===== src/rtl/arith_fifo_engine.sv =====
// Input FIFO -> shared sequential multiply/divide engine -> output FIFO.
// Each queued operand pair selects its own operation; results carry mode and divide-by-zero flags.
module arith_fifo_engine #(
    parameter int W     = 8,
    parameter int DEPTH = 16
) (
    input  logic                    clk,
    input  logic                    rst,
    input  logic                    write_req,
    input  logic                    op_mode,
    input  logic [2*W-1:0]          fifo_write_data,
    output logic [$clog2(DEPTH):0]  in_left_sig,
    output logic                    in_overflow,
    input  logic                    read_req,
    output logic                    result_valid,
    output logic [2*W-1:0]          result_data,
    output logic                    result_mode,
    output logic                    result_div0,
    output logic [$clog2(DEPTH):0]  out_count
);

    localparam int AW = $clog2(DEPTH);
    localparam int CW = AW + 1;
    localparam int NW = (W > 1) ? $clog2(W) : 1;
    localparam int IW = 2 * W + 1;
    localparam int EW = 2 * W + 2;
    localparam logic [CW-1:0] DEPTH_C = CW'(DEPTH);
    localparam logic [NW-1:0] LAST_C  = NW'(W - 1);

    typedef enum logic [1:0] {
        IDLE = 2'd0,
        CALC = 2'd1,
        DONE = 2'd2
    } state_t;

    // input FIFO storage and control
    logic [IW-1:0] in_mem [DEPTH];
    logic [AW-1:0] in_wr_ptr_r;
    logic [AW-1:0] in_rd_ptr_r;
    logic [CW-1:0] in_used_r;
    logic          in_ready_r;
    logic          in_overflow_r;
    logic          in_push_s;
    logic [IW-1:0] in_head_s;

    // output FIFO storage and control
    logic [EW-1:0] out_mem [DEPTH];
    logic [AW-1:0] out_wr_ptr_r;
    logic [AW-1:0] out_rd_ptr_r;
    logic [CW-1:0] out_used_r;
    logic          out_push_s;
    logic          out_pop_s;
    logic [EW-1:0] out_head_s;

    // engine
    state_t         state_r;
    state_t         state_next_s;
    logic           eng_pop_s;
    logic [NW-1:0]  cnt_r;
    logic           mode_r;
    logic           div0_r;
    logic [W-1:0]   b_r;
    logic [W-1:0]   bsh_r;
    logic [2*W-1:0] msh_r;
    logic [2*W-1:0] acc_r;
    logic [W-1:0]   dsh_r;
    logic [W-1:0]   rem_r;
    logic [W-1:0]   quo_r;
    logic [W:0]     rem_shift_s;
    logic           rem_ge_s;
    logic [W-1:0]   rem_next_s;
    logic [2*W-1:0] result_s;

    assign in_head_s   = in_mem[in_rd_ptr_r];
    assign in_push_s   = write_req && ((in_used_r != DEPTH_C) || eng_pop_s);
    assign in_left_sig = DEPTH_C - in_used_r;
    assign in_overflow = in_overflow_r;

    assign out_head_s   = out_mem[out_rd_ptr_r];
    assign out_pop_s    = read_req && (out_used_r != '0);
    assign out_count    = out_used_r;
    assign result_valid = (out_used_r != '0);

    // Input FIFO data array
    always_ff @(posedge clk) begin
        if (in_push_s) begin
            in_mem[in_wr_ptr_r] <= {op_mode, fifo_write_data};
        end
    end

    // Input FIFO pointers, occupancy and overflow pulse; in_ready_r is a one-cycle
    // delayed view of "not empty" that the engine waits on before it pops
    always_ff @(posedge clk or posedge rst) begin
        if (rst) begin
            in_wr_ptr_r   <= '0;
            in_rd_ptr_r   <= '0;
            in_used_r     <= '0;
            in_ready_r    <= 1'b0;
            in_overflow_r <= 1'b0;
        end else begin
            in_ready_r    <= (in_used_r != '0);
            in_overflow_r <= write_req && !in_push_s;
            if (in_push_s) begin
                in_wr_ptr_r <= in_wr_ptr_r + AW'(1);
            end
            if (eng_pop_s) begin
                in_rd_ptr_r <= in_rd_ptr_r + AW'(1);
            end
            case ({in_push_s, eng_pop_s})
                2'b10:   in_used_r <= in_used_r + CW'(1);
                2'b01:   in_used_r <= in_used_r - CW'(1);
                default: in_used_r <= in_used_r;
            endcase
        end
    end

    // Output FIFO data array
    always_ff @(posedge clk) begin
        if (out_push_s) begin
            out_mem[out_wr_ptr_r] <= {div0_r, mode_r, result_s};
        end
    end

    // Output FIFO pointers and occupancy
    always_ff @(posedge clk or posedge rst) begin
        if (rst) begin
            out_wr_ptr_r <= '0;
            out_rd_ptr_r <= '0;
            out_used_r   <= '0;
        end else begin
            if (out_push_s) begin
                out_wr_ptr_r <= out_wr_ptr_r + AW'(1);
            end
            if (out_pop_s) begin
                out_rd_ptr_r <= out_rd_ptr_r + AW'(1);
            end
            case ({out_push_s, out_pop_s})
                2'b10:   out_used_r <= out_used_r + CW'(1);
                2'b01:   out_used_r <= out_used_r - CW'(1);
                default: out_used_r <= out_used_r;
            endcase
        end
    end

    // Show-ahead head word, forced to zero while the output FIFO is empty
    always_comb begin
        if (result_valid) begin
            result_div0 = out_head_s[EW-1];
            result_mode = out_head_s[EW-2];
            result_data = out_head_s[2*W-1:0];
        end else begin
            result_div0 = 1'b0;
            result_mode = 1'b0;
            result_data = '0;
        end
    end

    // FSM state register
    always_ff @(posedge clk or posedge rst) begin
        if (rst) begin
            state_r <= IDLE;
        end else begin
            state_r <= state_next_s;
        end
    end

    // FSM next-state logic
    always_comb begin
        state_next_s = state_r;
        case (state_r)
            IDLE: begin
                if (eng_pop_s) begin
                    state_next_s = CALC;
                end else begin
                    state_next_s = IDLE;
                end
            end
            CALC: begin
                if (cnt_r == LAST_C) begin
                    state_next_s = DONE;
                end else begin
                    state_next_s = CALC;
                end
            end
            DONE:    state_next_s = IDLE;
            default: state_next_s = IDLE;
        endcase
    end

    // FSM outputs: pop the input FIFO only when a result slot is guaranteed
    always_comb begin
        eng_pop_s  = 1'b0;
        out_push_s = 1'b0;
        case (state_r)
            IDLE: begin
                if (in_ready_r && (in_used_r != '0) && (out_used_r != DEPTH_C)) begin
                    eng_pop_s = 1'b1;
                end else begin
                    eng_pop_s = 1'b0;
                end
            end
            DONE:    out_push_s = 1'b1;
            default: out_push_s = 1'b0;
        endcase
    end

    // Restoring-divide step; a zero divisor naturally yields all-ones quotient and remainder = a
    always_comb begin
        rem_shift_s = {rem_r, dsh_r[W-1]};
        rem_ge_s    = (rem_shift_s >= {1'b0, b_r});
        if (rem_ge_s) begin
            rem_next_s = rem_shift_s[W-1:0] - b_r;
        end else begin
            rem_next_s = rem_shift_s[W-1:0];
        end
        if (mode_r) begin
            result_s = {rem_r, quo_r};
        end else begin
            result_s = acc_r;
        end
    end

    // Engine datapath: operand latch in IDLE, one multiply or divide iteration per CALC cycle
    always_ff @(posedge clk or posedge rst) begin
        if (rst) begin
            cnt_r  <= '0;
            mode_r <= 1'b0;
            div0_r <= 1'b0;
            b_r    <= '0;
            bsh_r  <= '0;
            msh_r  <= '0;
            acc_r  <= '0;
            dsh_r  <= '0;
            rem_r  <= '0;
            quo_r  <= '0;
        end else begin
            case (state_r)
                IDLE: begin
                    if (eng_pop_s) begin
                        cnt_r  <= '0;
                        mode_r <= in_head_s[2*W];
                        div0_r <= in_head_s[2*W] && (in_head_s[W-1:0] == '0);
                        b_r    <= in_head_s[W-1:0];
                        bsh_r  <= in_head_s[W-1:0];
                        msh_r  <= {{W{1'b0}}, in_head_s[2*W-1:W]};
                        dsh_r  <= in_head_s[2*W-1:W];
                        acc_r  <= '0;
                        rem_r  <= '0;
                        quo_r  <= '0;
                    end
                end
                CALC: begin
                    cnt_r <= cnt_r + NW'(1);
                    if (mode_r) begin
                        rem_r <= rem_next_s;
                        quo_r <= {quo_r[W-2:0], rem_ge_s};
                        dsh_r <= dsh_r << 1;
                    end else begin
                        if (bsh_r[0]) begin
                            acc_r <= acc_r + msh_r;
                        end
                        msh_r <= msh_r << 1;
                        bsh_r <= bsh_r >> 1;
                    end
                end
                default: begin
                    cnt_r <= cnt_r;
                end
            endcase
        end
    end

endmodule


===== config.mk =====
export PLATFORM = sky130hd
export DESIGN_NAME = arith_fifo_engine
export DESIGN_NICKNAME = d
export VERILOG_FILES = /design/src/rtl/arith_fifo_engine.sv
export SDC_FILE = /design/constraint.sdc
export NUM_CORES = 1
export LEC_CHECK = 0
export ABC_CLOCK_PERIOD_IN_PS = 4300
export CELL_PAD_IN_SITES_DETAIL_PLACEMENT = 1
export CELL_PAD_IN_SITES_GLOBAL_PLACEMENT = 1
export CORE_MARGIN = 2
export CORE_UTILIZATION = 50
export DETAILED_ROUTE_END_ITERATION = 8
export HOLD_SLACK_MARGIN = 0.12
export PLACE_DENSITY = 0.79
export SYNTH_ARGS = -nofsm -noshare
export SYNTH_HDL_FRONTEND = slang
export SYNTH_SLANG_ARGS = --single-unit

===== constraint.sdc =====
create_clock -name clk -period 4.3 [get_ports clk]
set_input_delay 0.86 -clock clk [delete_from_list [all_inputs] [get_ports clk]]
set_output_delay 0.86 -clock clk [all_outputs]
set_load 0.02 [all_outputs]

==> out/qor.yml <==
outcome: "complete, no violations"
r2r_start: "in_used_r[0]"
drive_above_1_share: 0.220
drv_slew: 0
worstPathRequired_ns: 3.44
pwr_density_cell_nw_per_um2: 716
grt_max_degree: 81
cp-end-kind: "primary output"
cts_buffer_depth: 3
ys_warn_count: 0
die_w_um: 238
crit_path_cell_trace: "buf_12, buf_12, mux4_2, mux4_2, nor2b_1, clkdlybuf4s50_1"
start_kind: "flip-flop"
ant_nets: 0
io_pins: 51
final_hold_viol_count: 0
postCtsHoldBufs: 0
max_cap_viol_count: 0
cts_tree: "done"
gp_congestion: 0.808
netlist_top_cells_area: "edfxtp_1 61%, mux4_2 13%, dfrtp_1 9.7%"
critPathBufInv: 3
grt.total_usage: 0.233
first_global_vias: 15800
core_um2: 54000
min_to: "bsh_r[5]"
rows: 85
vias_per_cell: 6.07
instances_no_fill: 2358
die_h_um: 238
drt_iter0_markers: 1086
grt_overflow_total: 0
synth_edf_count: 560
cpPeakStageDelay_ns: 0.54
synth_seq_cells: 667
worst-r2r-setup-slack_ns: 0.85
yosysTopAreaCell: "edfxtp_1"
worst_pin_slew_ns: 0.894
skew_ns: 0.0241
grt_pass1_wl_mm: 97.9
p_leak_nw: 11.0
cts_setup_buffers: 3
avgSynthCellArea_um2: 18.3
worstSkewPairLatency_ns: 0.61
hold_path.startpoint: "bsh_r[5]"
dpl.cell_count: 2224
cts_buffers: 71
min_path_type: "reg2reg"
ys_seq_area_frac: 0.709
drtPass1Iterations: 5
cts_root_buf: "clkbuf_16"
path_class: "reg2out"
ys_dominant_reg_cell: "edfxtp_1"
worstReg2RegEnd: "in_mem[7][13]"
h-tree-depth: 3
mappedNetlistArea_um2: 27500
synth_top_area_frac: 0.612
holdPathStages: 2
path_delay_family: "multiplexers"
post_cts_resized: 0
fillers: 4751
synthCells: 1501
finalCritPeriodShare: 0.932
synth_cell_types: 58
startpoint: "out_rd_ptr_r[0]"
nets: 1674
reg2regPathDepth: 12
path_depth: 6
rsz0062_at_grt: "no"
tns_ns: 0
antenna_cells: 0
setup_violations: 0
vias: 14300
die_area_um2: 56800
critPathSlowestCell: "clkdlybuf4s50_1"
grt_antenna_before_repair: 1
fmax_ghz: 0.250
port_buffers: 50
clk_pin_slew_worst_paths_ns: 0.06
irDropWorstVdd_mv: 0.545
routed_wl_mm: 63.9
dp_hpwl_mm: 38.1
final_util: 0.582
finalCriticalPeriod_ns: 4.01
start_util: 0.509
area_delta_synth_final_pct: 14.5
routedWlPerCell_um: 27.1
cts_sinks: 667
max_slew_margin: 0.404
post-route-drc-count: 0
synth_fp_nets: 1571
path_max_fanout: 23
async_flop_share: 0.160
worstPathArrival_ns: 3.15
[cells in the final DEF (no fill, tap or decap), types with 5 or more instances in the layout]
master,n
nand2_1,96
a21oi_1,37
clkinv_1,9
nor4_1,6
a21o_1,15
a22oi_1,8
clkdlybuf4s50_1,50
xnor2_1,29
mux2i_1,22
clkbuf_1,11
dfrtp_1,102
and3_1,8
a211oi_1,19
bufinv_16,9
buf_4,46
buf_12,10
xor2_1,11
mux2_2,20
edfxtp_1,560
nor3_1,5
a22o_1,10
clkinv_2,17
nor2_1,19
nor2b_1,32
and2_1,32
nand3_1,21
mux4_2,163
o211ai_1,5
clkbuf_16,73
inv_1,35
nand4_1,6
ha_1,45
o21ai_0,67
[cell families (layout without fill, tap and decap cells)]
kind of cell	after synthesis	after routing	share of synthesized area
compound gates	186	186	0.0425
xor+xnor	40	40	0.0127
fa+ha+maj	49	49	0.0234
buf+inv	112	273	0.0180
flops	667	667	0.709
mux	205	205	0.150
simple gates	242	242	0.0441
[registers in the layout, summed over array words and instances, names as in the netlist]
signal        count
out_wr_ptr_r      4
msh_r            16
div0_r            1
in_wr_ptr_r       4
in_used_r         5
quo_r             8
bsh_r             8
rem_r             8
in_rd_ptr_r       4
mode_r            1
dsh_r             8
in_overflow       1
in_mem          272
in_ready_r        1
b_r               8
state_r           2
out_mem         288
cnt_r             3
out_rd_ptr_r      4
out_count         5
acc_r            16
[power by group]
part           leakage [nW]  internal [W]  switching, W
combinational          3.36       0.00341       0.00415
clock                  1.18       0.00370       0.00254
sequential             6.49       0.00809      0.000632
total                  11.0        0.0152       0.00731
[per-layer routing]
metal / global-route usage / routed length, um / vias up
li1: - / - / 6163
met1: 0.292 / 25200 / 7562
met2: 0.412 / 33400 / 441
met3: 0.0396 / 3340 / 135
met4: 0.0820 / 1870 / 2
met5: 0 / 12 / -
[stage by stage]
step	total power [W]	worst slack (ns)	instance area, um^2	hold slack [ns]
floorplan	0.0140	0.623	27500	0.444
global route	0.0236	0.181	31500	0.519
global placement	0.0160	0.673	29000	0.463
finish	0.0225	0.292	31500	0.475
detailed placement	0.0164	0.629	29000	0.468
CTS	0.0227	0.232	31500	0.483
[cell usage after synthesis (8+ instances only)]
| cell | instances |
|---|---|
| xor2_1 | 11 |
| a21o_1 | 15 |
| ha_1 | 45 |
| a22o_1 | 10 |
| inv_1 | 36 |
| mux2_2 | 20 |
| dfrtp_1 | 107 |
| mux2i_1 | 22 |
| nor2_1 | 20 |
| a211oi_1 | 19 |
| nor2b_1 | 33 |
| nand3_1 | 21 |
| a22oi_1 | 8 |
| o21ai_0 | 67 |
| a21oi_1 | 38 |
| clkbuf_1 | 42 |
| mux4_2 | 163 |
| and3_1 | 8 |
| edfxtp_1 | 560 |
| and2_1 | 32 |
| nand2_1 | 96 |
| xnor2_1 | 29 |
| buf_2 | 23 |
[worst reg2reg max path: stages, from the launching register on]
cell and delay (ns):
dfrtp_1 0.42, inv_1 0.11, ha_1 0.23, nor3b_1 0.17, ha_1 0.20, nor2_1 0.10
o211ai_1 0.14, or2_1 0.27, nand2_1 0.13, and3_1 0.29, nor2b_1 0.27, and2_1 0.58
buf_12 0.24
[area by class of cell]
type                    instances  area [um^2]  area share
flip-flops and latches        667        19500       0.620
clock inverters                46          523      0.0166
inverters                      36          138     0.00437
repair buffers                106         1050      0.0332
clock buffers                  85         1880      0.0598
well taps                     696          871      0.0277
multi-input cells             722         7500       0.238
[how the worst max path moves through the flow]
stage                     slack [ns]         endpoint
after detailed placement        0.63      result_div0
after CTS                       0.23  result_data[14]
final                           0.29  result_data[11]
after global placement          0.67      result_div0
after global routing            0.18  result_data[11]
after floorplan                 0.62         acc_r[0]
(Power assumes the default switching activity.)
